===== src/rtl/sparsity_mask_reader.sv =====
// Fetches structured-sparsity bitmap words from the bitmap store and serializes
// them LSB-first into a keep/skip mask stream; dense mode emits all-ones without reads.
module sparsity_mask_reader #(
    parameter int ADDR_W = 11,
    parameter int DATA_W = 32,
    parameter int CNT_W  = 16,
    parameter int RD_LAT = 1
) (
    input  logic              clk,
    input  logic              reset,
    input  logic [15:0]       CONF_STR_SPARSITY,
    input  logic              start,
    input  logic              abort,
    input  logic [ADDR_W-1:0] base_addr,
    input  logic [CNT_W-1:0]  num_bits,
    output logic              rd_en,
    output logic [ADDR_W-1:0] rd_addr,
    input  logic [DATA_W-1:0] rd_data,
    output logic              mask_valid,
    input  logic              mask_ready,
    output logic              mask_bit,
    output logic              mask_last,
    output logic              busy,
    output logic              done
);
    localparam int IDX_W = $clog2(DATA_W);
    localparam int FW    = CNT_W + 1;
    localparam int LAT_W = (RD_LAT < 1) ? 1 : $clog2(RD_LAT + 1);

    typedef enum logic [2:0] {S_IDLE, S_PRIME, S_FETCH, S_STREAM, S_DONE} state_t;
    state_t state, state_next;

    logic              dense;
    logic [CNT_W-1:0]  remaining;
    logic [IDX_W-1:0]  bit_idx;
    logic [DATA_W-1:0] cur_word;
    logic [DATA_W-1:0] pf_word;
    logic              cur_valid;
    logic              pf_valid;
    logic              pf_pending;
    logic [FW-1:0]     fetch_left;
    logic [LAT_W-1:0]  lat_cnt;

    logic              stream_valid;
    logic              hs;
    logic              lat_done;
    logic              word_adv;
    logic              cur_free;
    logic              is_dense_cfg;
    logic [FW-1:0]     words_calc;

    assign is_dense_cfg = (CONF_STR_SPARSITY == '0);
    assign words_calc   = ({1'b0, num_bits} + FW'(DATA_W - 1)) >> IDX_W;
    assign lat_done     = (lat_cnt == LAT_W'(RD_LAT));
    assign stream_valid = (state == S_STREAM) && (dense || cur_valid);
    assign hs           = stream_valid && mask_ready && !abort;
    assign word_adv     = hs && !dense && (bit_idx == IDX_W'(DATA_W - 1)) && (remaining != CNT_W'(1));
    // A captured word goes straight to the current register if it is empty or being vacated now.
    assign cur_free     = !cur_valid || (word_adv && !pf_valid);

    always_ff @(posedge clk or posedge reset) begin
        if (reset) begin
            state <= S_IDLE;
        end else begin
            state <= state_next;
        end
    end

    always_comb begin
        state_next = state;
        rd_en      = 1'b0;
        mask_valid = 1'b0;
        mask_bit   = 1'b0;
        mask_last  = 1'b0;
        busy       = 1'b0;
        done       = 1'b0;
        case (state)
            S_IDLE: begin
                if (start) begin
                    if (num_bits == '0)
                        state_next = S_DONE;
                    else if (is_dense_cfg)
                        state_next = S_STREAM;
                    else
                        state_next = S_PRIME;
                end
            end
            S_PRIME: begin
                busy       = 1'b1;
                state_next = S_FETCH;
            end
            S_FETCH: begin
                busy  = 1'b1;
                rd_en = 1'b1;
                if (lat_done)
                    state_next = S_STREAM;
            end
            S_STREAM: begin
                busy       = 1'b1;
                // Read enable falls once the final word's address has been held long enough.
                rd_en      = (fetch_left != '0) &&
                             !((fetch_left == FW'(1)) && pf_pending && !pf_valid && lat_done);
                mask_valid = stream_valid;
                mask_bit   = stream_valid && (dense || cur_word[bit_idx]);
                mask_last  = stream_valid && (remaining == CNT_W'(1));
                if (hs && (remaining == CNT_W'(1)))
                    state_next = S_DONE;
            end
            S_DONE: begin
                done       = 1'b1;
                state_next = S_IDLE;
            end
            default: state_next = S_IDLE;
        endcase
        if (abort)
            state_next = S_IDLE;
    end

    always_ff @(posedge clk or posedge reset) begin
        if (reset) begin
            dense      <= 1'b0;
            remaining  <= '0;
            bit_idx    <= '0;
            cur_word   <= '0;
            pf_word    <= '0;
            cur_valid  <= 1'b0;
            pf_valid   <= 1'b0;
            pf_pending <= 1'b0;
            fetch_left <= '0;
            lat_cnt    <= '0;
            rd_addr    <= '0;
        end else begin
            case (state)
                S_IDLE: begin
                    if (start && !abort) begin
                        dense      <= is_dense_cfg;
                        remaining  <= num_bits;
                        bit_idx    <= '0;
                        cur_valid  <= 1'b0;
                        pf_valid   <= 1'b0;
                        pf_pending <= 1'b0;
                        lat_cnt    <= '0;
                        fetch_left <= is_dense_cfg ? '0 : words_calc;
                        // Flip the LSB first so the store sees an address change for the base read.
                        if (!is_dense_cfg && (num_bits != '0))
                            rd_addr <= base_addr ^ ADDR_W'(1);
                    end
                end
                S_PRIME: begin
                    rd_addr <= rd_addr ^ ADDR_W'(1);
                    lat_cnt <= '0;
                end
                S_FETCH: begin
                    if (lat_done) begin
                        cur_word   <= rd_data;
                        cur_valid  <= 1'b1;
                        rd_addr    <= rd_addr + ADDR_W'(1);
                        fetch_left <= fetch_left - FW'(1);
                        pf_pending <= (fetch_left > FW'(1));
                        lat_cnt    <= '0;
                    end else begin
                        lat_cnt <= lat_cnt + LAT_W'(1);
                    end
                end
                S_STREAM: begin
                    if (hs) begin
                        remaining <= remaining - CNT_W'(1);
                        bit_idx   <= bit_idx + IDX_W'(1);
                    end
                    if (word_adv) begin
                        if (pf_valid) begin
                            cur_word <= pf_word;
                            pf_valid <= 1'b0;
                        end else begin
                            cur_valid <= 1'b0;
                        end
                    end
                    // Latency is counted only while the prefetch slot is free.
                    if (pf_pending && !pf_valid) begin
                        if (lat_done) begin
                            if (cur_free) begin
                                cur_word  <= rd_data;
                                cur_valid <= 1'b1;
                            end else begin
                                pf_word  <= rd_data;
                                pf_valid <= 1'b1;
                            end
                            rd_addr    <= rd_addr + ADDR_W'(1);
                            fetch_left <= fetch_left - FW'(1);
                            pf_pending <= (fetch_left > FW'(1));
                            lat_cnt    <= '0;
                        end else begin
                            lat_cnt <= lat_cnt + LAT_W'(1);
                        end
                    end
                end
                default: ;
            endcase
            if (abort) begin
                cur_valid  <= 1'b0;
                pf_valid   <= 1'b0;
                pf_pending <= 1'b0;
                fetch_left <= '0;
            end
        end
    end
endmodule

===== config.mk =====
export PLATFORM = sky130hd
export DESIGN_NAME = sparsity_mask_reader
export DESIGN_NICKNAME = d
export VERILOG_FILES = /design/src/rtl/sparsity_mask_reader.sv
export SDC_FILE = /design/constraint.sdc
export NUM_CORES = 1
export LEC_CHECK = 0
export BUFFER_PORTS_ARGS = -buffer_cell sky130_fd_sc_hd__buf_2
export CAP_MARGIN = 30
export CORE_ASPECT_RATIO = 0.5
export CORE_MARGIN = 2
export CORE_UTILIZATION = 50
export CTS_BUF_LIST = sky130_fd_sc_hd__clkbuf_4 sky130_fd_sc_hd__clkbuf_8 sky130_fd_sc_hd__clkbuf_16
export DETAILED_ROUTE_END_ITERATION = 8
export PLACE_DENSITY = 0.72
export SLEW_MARGIN = 20
export SYNTH_ARGS = -nofsm -noshare
export SYNTH_HDL_FRONTEND = slang
export SYNTH_SLANG_ARGS = --single-unit

===== constraint.sdc =====
create_clock -name clk -period 7.7 [get_ports clk]
set_input_delay 0.385 -clock clk [delete_from_list [all_inputs] [get_ports clk]]
set_output_delay 0.385 -clock clk [all_outputs]
set_load 0.02 [all_outputs]

==> key figures <==
CTS
  – CTS sink cnt: 121
  – Post-CTS Setup Inserts: 0
  – CTS H-tree depth: 4
  – Hold_buf cts: 0
  – CTS buffer count: 17
  – Worst skew pair latency: 0.42 ns
  – Clk slew on worst S/H paths: 0.06 ns
  – Root Buffer: clkbuf_16
  – Post-cts sizing count: 0
  – Clock Tree Buf Depth: 2
  – CTS tree: done

Layout
  – Nets: 832
  – Fraction of layout cells with a size suffix above 1: 27.2%
  – Most frequent cells in the layout: dfrtp_1 (121), buf_2 (96), nand2_1 (49)
  – Commonest non-fill, non-tap cell in the layout: dfrtp_1
  – Synth-to-layout area growth: 16.7%
  – Util after Layout: roughly 60%
  – Finished Cell Area: 8050 sq um
  – Ant diodes: 0
  – Post-route insts no fill: 934

Worst setup path
  – Worst-path cell chain: mux4_2 > mux2_2 > nand2_1 > nand4b_1 > and3_1 > buf_2
  – Slowest cell on crit path: dfrtp_1
  – Crit path required time: 7.32 ns
  – Critical Path Fanout Max: 14
  – Slowest stage delay, CP: 0.82 ns
  – Worst Setup Start Kind: register
  – Setup Crit Path Kind: register to output port
  – Kind of end point of the critical path: output port
  – CP arrival: 2.63 ns

Placed design
  – Gp weighted congestion: 0.861
  – Number of port buffers: between 90 and 100
  – Dpl cells: 901
  – Final HPWL DP: 11100 um
  – DP Area: 7390 sq um

Die
  – Die extent in y: 87.1 um
  – Die X-Extent: 170 um
  – Num rows: 30
  – Core area: 13500 sq um
  – # IOs: 97
  – Starting Density: 51.1%
  – Die area: 14800 sq um

GRT
  – Vias in the first global route: 5513
  – GRT Total Usage: 23.9%
  – Largest net degree at the start of global routing: 73
  – Initial antenna violation count: 0
  – Grt ovf: 0
  – First-pass GRT wire length: 27800 um

Yosys
  – Async SR Flop Fraction: 100%
  – Yosys reg bits: 121
  – Largest cells by area after synthesis: dfrtp_1 (44%), mux2_4 (6.5%), o22a_1 (4.1%)
  – Sequential area share after synthesis: a little over two fifths
  – Mapped Area: 6900 sq um
  – Avg Inst Size Synth: 10.4 sq um
  – Yosys top cell area share: between 40% and 50%
  – Library cells used by synthesis: 81
  – Ys flop type: dfrtp_1
  – Ys Warns: 0
  – Synth Net Count: 748
  – Mapped Cells: 661
  – Dominant cell type by area after synthesis: dfrtp_1
  – EDFF count, synth: 0

STA
  – RSZ-0062 raised after global routing: no
  – Max frequency: approximately 0.33 GHz
  – Min Tclk post-route: 3.01 ns
  – Setup violators final: 0
  – Worst slew pin tran: 0.934 ns
  – Clock skew: roughly 0.011 ns
  – Setup TNS: 0 ns
  – Final hold vios: 0
  – Slew margin rel.: 37.6%
  – Crit share post-route: 39.1%
  – Slew Limit Fails: 0

Detailed routing
  – Iteration-0 DRC Markers: 489
  – Per-cell routed wire length: about 18 um
  – Vias: approximately 5600
  – DRC viols: 0
  – Post-Route WL: 16600 um
  – Routed Antenna Nets: 0
  – Pre-antenna DRT Iters: 5
  – Vias per inst: 6.05

Status
  – Status: complete, no violations

Flow run
  – Maxcap violations: 0

Power and ir drop
  – Pwr Total: 2430 uW
  – Peak supply drop: 0.175 mV
  – Power Density: 301 nW/um^2
  – P_leak: 0.00331 uW

Worst hold path
  – Worst min-delay path class: input port to asynchronous set/reset pin
metrics by stage:
| stage | hold WS [ns] | setup WS, ns |
|---|---|---|
| floorplan | 0.459 | 4.10 |
| global placement | 0.470 | 4.81 |
| detailed placement | 0.479 | 4.71 |
| CTS | 0.0769 | 4.64 |
| global route | 0.0995 | 4.46 |
| finish | 0.0420 | 4.69 |
logic make-up (layout without fill, tap and decap cells):
kind of cell               Yosys count  count (layout)  share of synthesized area [%]
AOI/OAI and AO/OA                  205             205                           21.3
buffers and inverters               54             151                           4.44
muxes                               44              44                           9.70
and+or+nand+nor                    212             212                           17.1
adders and majority gates            7               7                           1.27
DFF                                121             121                           43.9
xor gates and xnor gates            18              18                           2.29
area by class of cell:
type	count	area, sq um
timing repair buffer	101	538
tap	176	220
inverter	18	70.1
sequential	121	3030
multi-input combinational	486	3560
fill	1134	5460
clock inverter	13	180
clock buffer	19	453
report_power, final:
part,switching (uW),total (uW),internal (uW)
Clock,322,859,536
Sequential,154,951,797
Combinational,339,618,279
Total,815,2430,1610
per-layer routing:
layer	routed length [um]	track usage, %	share of wire, %	vias up
li1	-	-	-	2647
met5	0	0	0	-
met2	7740	38.1	47	168
met4	309	8.94	1.9	0
met3	831	4.54	5.0	28
met1	7730	32.9	47	2806
sequential cells by signal, indices dropped and copies added, names as in the netlist:
signal	count
remaining	16
pf_word	32
rd_addr	11
fetch_left	17
lat_cnt	1
dense	1
pf_valid	1
cur_word	32
pf_pending	1
cur_valid	1
bit_idx	5
state	3
path summary, 6_finish.rpt:
check	from	to	slack, ns	cells after the start
setup / recovery	bit_idx[0]$_DFFE_PP0P_	mask_bit	4.69	6
hold / removal	reset	remaining[2]$_DFFE_PP0P_	0.04	2
setup reg to reg	bit_idx[0]$_DFFE_PP0P_	cur_word[18]$_DFFE_PP0P_	4.69	8
hold reg to reg	cur_word[2]$_DFFE_PP0P_	cur_word[2]$_DFFE_PP0P_	0.49	1
max in group asynchronous	reset	bit_idx[3]$_DFFE_PP0P_	6.66	4
min in group clk	rd_data[4]	pf_word[4]$_DFFE_PP0P_	0.21	2
cell usage after synthesis, types with 7 or more instances:
master	instances
o21a_1	34
nand2b_1	7
xnor2_1	11
inv_1	18
ha_1	7
nor2_1	43
o211ai_1	10
nor4_1	12
nor3_1	20
nand2_1	49
o22a_1	32
a31oi_1	10
a21oi_1	26
clkbuf_1	12
dfrtp_1	121
mux2_4	30
buf_2	11
xor2_1	7
and3_1	7
o21ai_0	40
nand3_1	26
critical path: cells and delay by family, from the launching register on:
family	cells	cell delay (ns)
flip-flops	1	0.82
AND/OR/NAND/NOR	3	0.35
multiplexers	2	0.89
buffers and inverters	1	0.16
No activity file was read; power rests on OpenSTA's default activity.
